File: src/rtl/sha_ctrl_seq_if.sv
// Message-source / digest-consumer handshake and datapath control bundle for sha_ctrl_seq.
interface sha_ctrl_seq_if #(
    parameter int unsigned RND_W  = 6,
    parameter int unsigned WIDX_W = 4
);
    logic              i_start;
    logic              i_blk_valid;
    logic              i_blk_last;
    logic              o_blk_ready;
    logic              o_ld_en;
    logic [WIDX_W-1:0] o_ld_idx;
    logic              o_rnd_en;
    logic [RND_W-1:0]  o_rnd_idx;
    logic              o_sched_sel;
    logic              o_init_sel;
    logic              o_upd_en;
    logic              o_busy;
    logic              o_valid;
    logic              i_ready;

    modport master (
        output i_start, i_blk_valid, i_blk_last, i_ready,
        input  o_blk_ready, o_ld_en, o_ld_idx, o_rnd_en, o_rnd_idx,
               o_sched_sel, o_init_sel, o_upd_en, o_busy, o_valid
    );

    modport slave (
        input  i_start, i_blk_valid, i_blk_last, i_ready,
        output o_blk_ready, o_ld_en, o_ld_idx, o_rnd_en, o_rnd_idx,
               o_sched_sel, o_init_sel, o_upd_en, o_busy, o_valid
    );
endinterface

File: src/rtl/sha_ctrl_seq.sv
// SHA datapath control sequencer: streaming block load, round counting, hash chaining, digest handshake.
// Optional macro SHA_CTRL_ABORT_EN adds the i_abort port.
module sha_ctrl_seq #(
    parameter int unsigned NUM_ROUNDS = 64,
    parameter int unsigned BLK_WORDS  = 16,
    parameter int unsigned RND_W      = 6,
    parameter int unsigned WIDX_W     = 4
) (
    input  logic          usr_clk,
    input  logic          usr_reset,
    sha_ctrl_seq_if.slave bus
`ifdef SHA_CTRL_ABORT_EN
    ,
    input  logic          i_abort
`endif
);
    typedef enum logic [2:0] {
        IDLE   = 3'd0,
        LOAD   = 3'd1,
        ROUND  = 3'd2,
        UPDATE = 3'd3,
        DONE   = 3'd4
    } state_t;

    localparam logic [WIDX_W-1:0] LAST_WORD   = WIDX_W'(BLK_WORDS - 1);
    localparam logic [RND_W-1:0]  LAST_RND    = RND_W'(NUM_ROUNDS - 1);
    localparam logic [RND_W-1:0]  SCHED_START = RND_W'(BLK_WORDS);

    state_t            state, state_n;
    logic [WIDX_W-1:0] word_cnt, word_n;
    logic [RND_W-1:0]  rnd_cnt, rnd_n;
    logic              first_blk, first_n;
    logic              last_blk, last_n;
    logic              blk_ready;
    logic              ld_en;
    logic              abort;

`ifdef SHA_CTRL_ABORT_EN
    assign abort = i_abort & ((state == LOAD) | (state == ROUND) | (state == UPDATE));
`else
    assign abort = 1'b0;
`endif

    assign blk_ready = (state == LOAD);
    assign ld_en     = bus.i_blk_valid & blk_ready;

    always_ff @(posedge usr_clk) begin
        if (usr_reset) begin
            state     <= IDLE;
            word_cnt  <= '0;
            rnd_cnt   <= '0;
            first_blk <= 1'b1;
            last_blk  <= 1'b0;
        end else begin
            state     <= state_n;
            word_cnt  <= word_n;
            rnd_cnt   <= rnd_n;
            first_blk <= first_n;
            last_blk  <= last_n;
        end
    end

    always_comb begin
        state_n = state;
        word_n  = word_cnt;
        rnd_n   = rnd_cnt;
        first_n = first_blk;
        last_n  = last_blk;
        unique case (state)
            IDLE: begin
                if (bus.i_start) begin
                    state_n = LOAD;
                    first_n = 1'b1;
                    last_n  = 1'b0;
                    word_n  = '0;
                    rnd_n   = '0;
                end
            end
            LOAD: begin
                if (ld_en) begin
                    if (word_cnt == LAST_WORD) begin
                        last_n  = bus.i_blk_last;
                        word_n  = '0;
                        state_n = ROUND;
                    end else begin
                        word_n = word_cnt + 1'b1;
                    end
                end
            end
            ROUND: begin
                if (rnd_cnt == LAST_RND) begin
                    rnd_n   = '0;
                    state_n = UPDATE;
                end else begin
                    rnd_n = rnd_cnt + 1'b1;
                end
            end
            UPDATE: begin
                first_n = 1'b0;
                state_n = last_blk ? DONE : LOAD;
            end
            DONE: begin
                if (bus.i_ready) state_n = IDLE;
            end
            default: begin
                state_n = IDLE;
                word_n  = '0;
                rnd_n   = '0;
            end
        endcase
        // Abort overrides whatever the state decode chose this cycle.
        if (abort) begin
            state_n = IDLE;
            word_n  = '0;
            rnd_n   = '0;
            first_n = 1'b1;
            last_n  = 1'b0;
        end
    end

    always_comb begin
        bus.o_blk_ready = blk_ready;
        bus.o_ld_en     = ld_en;
        bus.o_ld_idx    = blk_ready ? word_cnt : '0;
        bus.o_rnd_en    = (state == ROUND);
        bus.o_rnd_idx   = (state == ROUND) ? rnd_cnt : '0;
        bus.o_sched_sel = (state == ROUND) && (rnd_cnt >= SCHED_START);
        bus.o_init_sel  = first_blk;
        bus.o_upd_en    = (state == UPDATE) & ~abort;
        bus.o_busy      = (state != IDLE);
        bus.o_valid     = (state == DONE);
    end
endmodule

File: src/flat_wrapper.sv
// flat-port wrapper written by rule: the top's interface ports become plain ports
module sha_ctrl_seq_flat 
#(
    parameter int unsigned NUM_ROUNDS = 64,
    parameter int unsigned BLK_WORDS  = 16,
    parameter int unsigned RND_W      = 6,
    parameter int unsigned WIDX_W     = 4
)
  (usr_clk, usr_reset, bus_i_start, bus_i_blk_valid, bus_i_blk_last, bus_i_ready, bus_o_blk_ready, bus_o_ld_en, bus_o_ld_idx, bus_o_rnd_en, bus_o_rnd_idx, bus_o_sched_sel, bus_o_init_sel, bus_o_upd_en, bus_o_busy, bus_o_valid);
  sha_ctrl_seq_if #(.RND_W(RND_W), .WIDX_W(WIDX_W)) bus_i ();
  input  logic usr_clk;
  input  logic usr_reset;
  input wire logic [$bits(bus_i.i_start)-1:0] bus_i_start;
  input wire logic [$bits(bus_i.i_blk_valid)-1:0] bus_i_blk_valid;
  input wire logic [$bits(bus_i.i_blk_last)-1:0] bus_i_blk_last;
  input wire logic [$bits(bus_i.i_ready)-1:0] bus_i_ready;
  output wire logic [$bits(bus_i.o_blk_ready)-1:0] bus_o_blk_ready;
  output wire logic [$bits(bus_i.o_ld_en)-1:0] bus_o_ld_en;
  output wire logic [$bits(bus_i.o_ld_idx)-1:0] bus_o_ld_idx;
  output wire logic [$bits(bus_i.o_rnd_en)-1:0] bus_o_rnd_en;
  output wire logic [$bits(bus_i.o_rnd_idx)-1:0] bus_o_rnd_idx;
  output wire logic [$bits(bus_i.o_sched_sel)-1:0] bus_o_sched_sel;
  output wire logic [$bits(bus_i.o_init_sel)-1:0] bus_o_init_sel;
  output wire logic [$bits(bus_i.o_upd_en)-1:0] bus_o_upd_en;
  output wire logic [$bits(bus_i.o_busy)-1:0] bus_o_busy;
  output wire logic [$bits(bus_i.o_valid)-1:0] bus_o_valid;
  assign bus_i.i_start = bus_i_start;
  assign bus_i.i_blk_valid = bus_i_blk_valid;
  assign bus_i.i_blk_last = bus_i_blk_last;
  assign bus_i.i_ready = bus_i_ready;
  assign bus_o_blk_ready = bus_i.o_blk_ready;
  assign bus_o_ld_en = bus_i.o_ld_en;
  assign bus_o_ld_idx = bus_i.o_ld_idx;
  assign bus_o_rnd_en = bus_i.o_rnd_en;
  assign bus_o_rnd_idx = bus_i.o_rnd_idx;
  assign bus_o_sched_sel = bus_i.o_sched_sel;
  assign bus_o_init_sel = bus_i.o_init_sel;
  assign bus_o_upd_en = bus_i.o_upd_en;
  assign bus_o_busy = bus_i.o_busy;
  assign bus_o_valid = bus_i.o_valid;
  sha_ctrl_seq #(.NUM_ROUNDS(NUM_ROUNDS), .BLK_WORDS(BLK_WORDS), .RND_W(RND_W), .WIDX_W(WIDX_W)) u_core (.usr_clk(usr_clk), .usr_reset(usr_reset), .bus(bus_i));
endmodule
File: config.mk
export PLATFORM = sky130hd
export DESIGN_NAME = sha_ctrl_seq_flat
export DESIGN_NICKNAME = d
export VERILOG_FILES = /design/src/rtl/sha_ctrl_seq_if.sv /design/src/rtl/sha_ctrl_seq.sv /design/src/flat_wrapper.sv
export SDC_FILE = /design/constraint.sdc
export NUM_CORES = 1
export LEC_CHECK = 0
export CAP_MARGIN = 20
export CORE_UTILIZATION = 47
export CTS_BUF_LIST = sky130_fd_sc_hd__clkbuf_16
export DETAILED_ROUTE_END_ITERATION = 16
export MAX_ROUTING_LAYER = met4
export PLACE_DENSITY = 0.78
export SYNTH_ARGS = -nofsm -noshare
export SYNTH_HDL_FRONTEND = slang
export SYNTH_SLANG_ARGS = --single-unit
export TNS_END_PERCENT = 100
File: constraint.sdc
create_clock -name usr_clk -period 1.7 [get_ports usr_clk]
set_input_delay 0.425 -clock usr_clk [delete_from_list [all_inputs] [get_ports usr_clk]]
set_output_delay 0.425 -clock usr_clk [all_outputs]
set_load 0.01 [all_outputs]
* After elaboration in Yosys (flattened, before gate mapping)
Cells that the tools add are included.
** Word-level totals
- Bits in registers :: 15
- Bits in latches :: 0
- RAM bits :: 0
- Memory bits (read-only) :: 0
- Bits of input ports :: 6
- Output and inout port bits :: 18
- Word-level logic and storage cells :: 56
- Memories :: 0
** Operators by class
- $add $sub $neg :: 2
- Multiply operators :: 0
- Div/mod/pow operators :: 0
- $lt $le $gt $ge :: 1
- Equality and inequality tests :: 11
- Shift operators :: 0
- Muxes and demuxes :: 22
- Bitwise gates (word level) :: 3
- Reductions and logical operators :: 12
** Operator list (number)
- 3-bit two-way mux :: 6
- 6-bit two-way mux :: 3
- 6-bit one-hot mux with 3 select lines :: 1
- 4-bit two-way mux :: 4
- 3-bit one-hot mux with 5 select lines :: 1
- 4-bit one-hot mux with 3 select lines :: 1
- 2-bit inequality test (second input constant) :: 4
- 6-bit by 1-bit adder with 6-bit output (second input constant) :: 1
- 3-bit by 2-bit equality test with 1-bit output (second input constant) :: 2
- 6-bit equality test (second input constant) :: 1
- 6-bit by 5-bit greater-or-equal comparator with 1-bit output (second input constant) :: 1
- 3-bit OR reduction :: 2
- 5-bit AND reduction :: 1
- 4-bit by 1-bit adder with 4-bit output (second input constant) :: 1
- 4-bit equality test (second input constant) :: 1
- 1-bit two-way mux :: 4
- 1-bit one-hot mux with 2 select lines :: 2
- 2-bit AND reduction :: 2
- 4-bit AND reduction :: 1
- 2-bit nonzero test :: 2
- 3-bit by 1-bit equality test with 1-bit output (second input constant) :: 1
- 3-bit equality test (second input constant) :: 1
- 3-bit logical NOT :: 1
- 3-bit AND reduction :: 1
- 5 further kinds :: 6

* Logic depth before layout (Yosys ltp)
- Depth in word-level cells :: 4
- Depth in mapped cells :: 6

* Least setup slack after synthesis
No wires, ideal clock.
- Kind :: reg-to-output
- From :: register u_core.state[2]
- To :: output bus_o_rnd_idx[0]
- Data arrival time :: 1242 ps
- Required time :: 1275 ps
- Slack :: 33 ps
- Cell stages (with the launch flop) :: 6
- Path buffers :: 2
- Cell sequence :: dfxtp_1 -> buf_6 -> or3b_1 -> buf_2 -> clkinv_1 -> and2_1
** On the way
- Word-level cells in the longest chain between the ends :: 2
** RTL lines
- start: declaration :: RTL line sha_ctrl_seq.sv:29 : state_t state, state_n;
- start signal: assignment :: RTL line sha_ctrl_seq.sv:55 : state <= state_n;
- 3-bit by 2-bit equality test with 1-bit output
- named net bus_o_rnd_en :: RTL line flat_wrapper.sv:20 : output wire logic [$bits(bus_i.o_rnd_en)-1:0] bus_o_rnd_en;
- 6-bit two-way mux :: RTL line sha_ctrl_seq.sv:126 : bus.o_rnd_idx = (state == ROUND) ? rnd_cnt : '0;
- end: declaration :: RTL line flat_wrapper.sv:21 : output wire logic [$bits(bus_i.o_rnd_idx)-1:0] bus_o_rnd_idx;
The timed path passes the listed nets, and every way through them passes these cells.

* Final worst setup path
- From :: register u_core.state[2]
- To :: output bus_o_rnd_idx[5]
** On the way
- Word-level cells in the longest chain between the ends :: 2
** RTL lines (RTL line)
- 3-bit by 2-bit equality test with 1-bit output :: sha_ctrl_seq.sv:126
- 6-bit two-way mux :: sha_ctrl_seq.sv:126
No other way between the ends.

==> impl_results.md <==
* Min cycle time layout at around 1.8 ns
* Most used cells in the layout excluding fill and tap cells: buf_4, buf_6, dfxtp_1
* Switching Fraction at 0.350
* Endpoint, Worst Hold: u_core.state[2]
* Failing checks: setup timing
* Critical path required time at 1.27 ns
* DPL Wire Length at about 1700 um
* Initial DRC Count at 58
* Starting Density at 0.512
* Worst setup SP type: flop
* Die W at 45.6 um
* CTS HTree Levels at 1
* Syn-to-layout area delta at 74.4%
* Row count at 15
* Final RePlAce weighted congestion at slightly above 0.9
* Final net count at about 170
* Final Hold Vio Count at 0
* Switch Pwr at around 0.61 mW
* Max VDD drop at between 900 and 1000 uV
* Fin util at 0.892
* Clock root buffer: clkbuf_16
* WHS at 0.518 ns
* CTS Buf Count at 3
* Crit path max fanout at 3
* EDFF count, synth at 0
* Synthesized area per cell at between 8 and 9 sq um
* DRT Pass-1 Iters at 4
* Max-cap violations at 0
* Residual DRC count at 0
* Critical Path Slowest Stage Cell: or3b_4
* Crit-path cells: or3b_4, clkinv_4, buf_6, and2_4, buf_6
* Setup_tns at -0.692 ns
* Avg Vias per Cell at roughly 5.9
* LEAKAGE at 0.657 nW
* CTS tree: yes
* CP dominant cell by count: buf_6
* Commonest non-fill, non-tap cell in the layout: buf_4
* Yosys warning count at 0
* Mapped cell area at ~890 sq um
* Clock Latency Late Sink at approximately 0.25 ns
* Post-Syn Instances at 111
* Combinational Power Share at 0.482
* Main synth FF type: dfxtp_1
* Max incr delay on CP at 0.45 ns
* Share of layout cells above drive strength 1 at 0.503
* Final Cycle Share at 1.08
* Final wirelength at about 3600 um
* Count of cell types in the netlist at 39
* Clk pwr share at 0.273
* Status: complete, but fails checks
* Slew HR at 0.724
* Overall Global Routing Usage at 0.320
* Clock buffer depth at 2
* Internal power at ~1.1 mW
* Worst-Margin Slew at approximately 0.41 ns
* Fmax at ~0.55 GHz
* Crit path buffers/inverters at 3
* Async SR Flop Fraction at 0
* Critical Path End Type: primary output
* Power Total at roughly 1.7 mW
* Setup violations, final at 14
* Reg2reg setup slack at -0.06 ns
* Final Non-Filler Cells at 190
* Reg2reg start: u_core.state[2]
* Final Max Tran Viols at 0
* RSZ-0062 raised after global routing: yes
* Core area at approximately 1700 sq um
* Final WS setup at -0.130 ns
* DR vias at approximately 1100
* Antenna viol nets, final at 0
* Grt total ovfl at 0
* Antenna diodes at 0
* #FFs+latches synth at 15
* Port-buffer cells at 23
* Sink Count at 15
* Pwr Density at about 1100 nW/um^2
* Hold depth at 2
* Hold crit path type: reg2reg
* First-pass GRT wire length at 4480 um
* Drt wl/cell at 18.9 um
* Worst R2R End: u_core.rnd_cnt[3]
* Initial antenna violation count at 0
* WP data arrival at roughly 1.4 ns
* Die area at approximately 2100 sq um
* Post-Syn Nets at ~120
* Worst R2R Path Depth at 6
* Reg clk slew, reported paths at about 0.05 ns
* Critical path type: reg2out
* Largest net degree at the start of global routing at 10
* I/O pin total at 24
* Register area share after synthesis at 0.336
* Cell family with most CP delay: simple AND/OR/NAND/NOR gates
* Placed Cells at ~170
* Die Span Y at 45.6 um
* Clock skew at roughly 0.0043 ns
* Flop pwr share at 0.245
* Number of global-route vias before repair at between 900 and 1000
* Worst hold start: u_core.last_blk
[Yosys cell counts, types with 2 or more instances]
| cell | instances | area, sq um |
|---|---|---|
| clkbuf_1 | 2 | 7.51 |
| a21oi_1 | 9 | 45.0 |
| a22oi_1 | 2 | 15.0 |
| a31oi_1 | 2 | 12.5 |
| o21ai_0 | 5 | 25.0 |
| ha_1 | 2 | 25.0 |
| inv_1 | 3 | 11.3 |
| or3_1 | 4 | 25.0 |
| nor2b_1 | 2 | 12.5 |
| nor2_1 | 9 | 33.8 |
| nand2_1 | 7 | 26.3 |
| and2_1 | 12 | 75.1 |
| mux2i_1 | 2 | 20.0 |
| nand2b_1 | 4 | 25.0 |
| nand3b_1 | 3 | 22.5 |
| dfxtp_1 | 15 | 300 |
| nand3_1 | 6 | 30.0 |
[state kept, by name (all words and copies together), names as in the netlist]
signal / cells
u_core.bus.o_init_sel: 1
u_core.rnd_cnt: 6
u_core.last_blk: 1
u_core.word_cnt: 4
u_core.state: 3
[worst max-delay path by stage]
stage	from	to	slack (ns)	depth (start not counted)
6_report	u_core.state[2]	bus_o_rnd_idx[5]	-0.13	5
5_1_grt	u_core.state[1]	bus_o_rnd_idx[5]	-0.15	5
4_1_cts	u_core.state[0]	bus_o_rnd_idx[5]	-0.13	5
3_5_place_dp	bus_i_blk_valid	bus_o_ld_en	-0.29	3
3_3_place_gp	bus_i_blk_valid	bus_o_ld_en	-0.28	3
2_1_floorplan	u_core.state[2]	bus_o_rnd_idx[0]	0.03	5
[tightest hold or removal path: cells and delay by family, from the launching register on]
family	cells	cell delay, ns
and+or+nand+nor	1	0.07
AOI/OAI and AO/OA	1	0.07
DFF	1	0.33
[power groups by stage]
stage | Sequential, mW | Clock (mW) | Combinational, mW
2_1_floorplan | 0.416 | 0 | 0.319
3_3_place_gp | 0.418 | 0 | 0.575
3_5_place_dp | 0.421 | 0 | 0.587
4_1_cts | 0.418 | 0.474 | 0.719
5_1_grt | 0.427 | 0.489 | 0.881
6_report | 0.425 | 0.475 | 0.838
[layer usage]
metal  GRT usage  up-vias  wire (um)
li1            -      508          -
met1       0.358      526       1340
met2       0.529       71       1870
met3      0.0556       14        241
met4       0.188        0        125
met5           -        -          0
[what timing repair did]
action | 4_1_cts | 5_1_grt
buffers inserted | 9 | 4
hold endpoints to repair | 0 | 0
hold buffers | 0 | 0
endpoints found under the setup margin | 17 | 19
gates resized for setup | 88 | 27
gates cloned | 1 | 0
pin swaps | 6 | 6
[stage by stage]
step	cell area (sq um)	setup WS, ns
final	1560	-0.130
after global routing	1560	-0.150
after CTS	1440	-0.126
after global placement	1270	-0.284
after detailed placement	1270	-0.291
after floorplan	893	0.0329
[layout make-up]
class,count,area [sq um]
Inverter,4,20.0
Fill cell,84,188
Timing Repair inverter,1,8.76
Multi-Input combinational cell,87,628
Clock buffer,3,75.1
Clock inverter,1,5.00
Tap cell,25,31.3
Timing Repair Buffer,54,485
Sequential cell,15,304
[kinds of logic (layout without fill, tap and decap cells)]
family / Yosys count / count (layout) / synth area share
AND/OR/NAND/NOR: 55 / 55 / 0.356
AO/OA/AOI/OAI: 28 / 28 / 0.206
adder cells (fa/ha/maj): 2 / 2 / 0.0280
buffers and inverters: 9 / 63 / 0.0518
multiplexers: 2 / 2 / 0.0224
flip-flops: 15 / 15 / 0.336
Power figures use the tool's default switching activity.
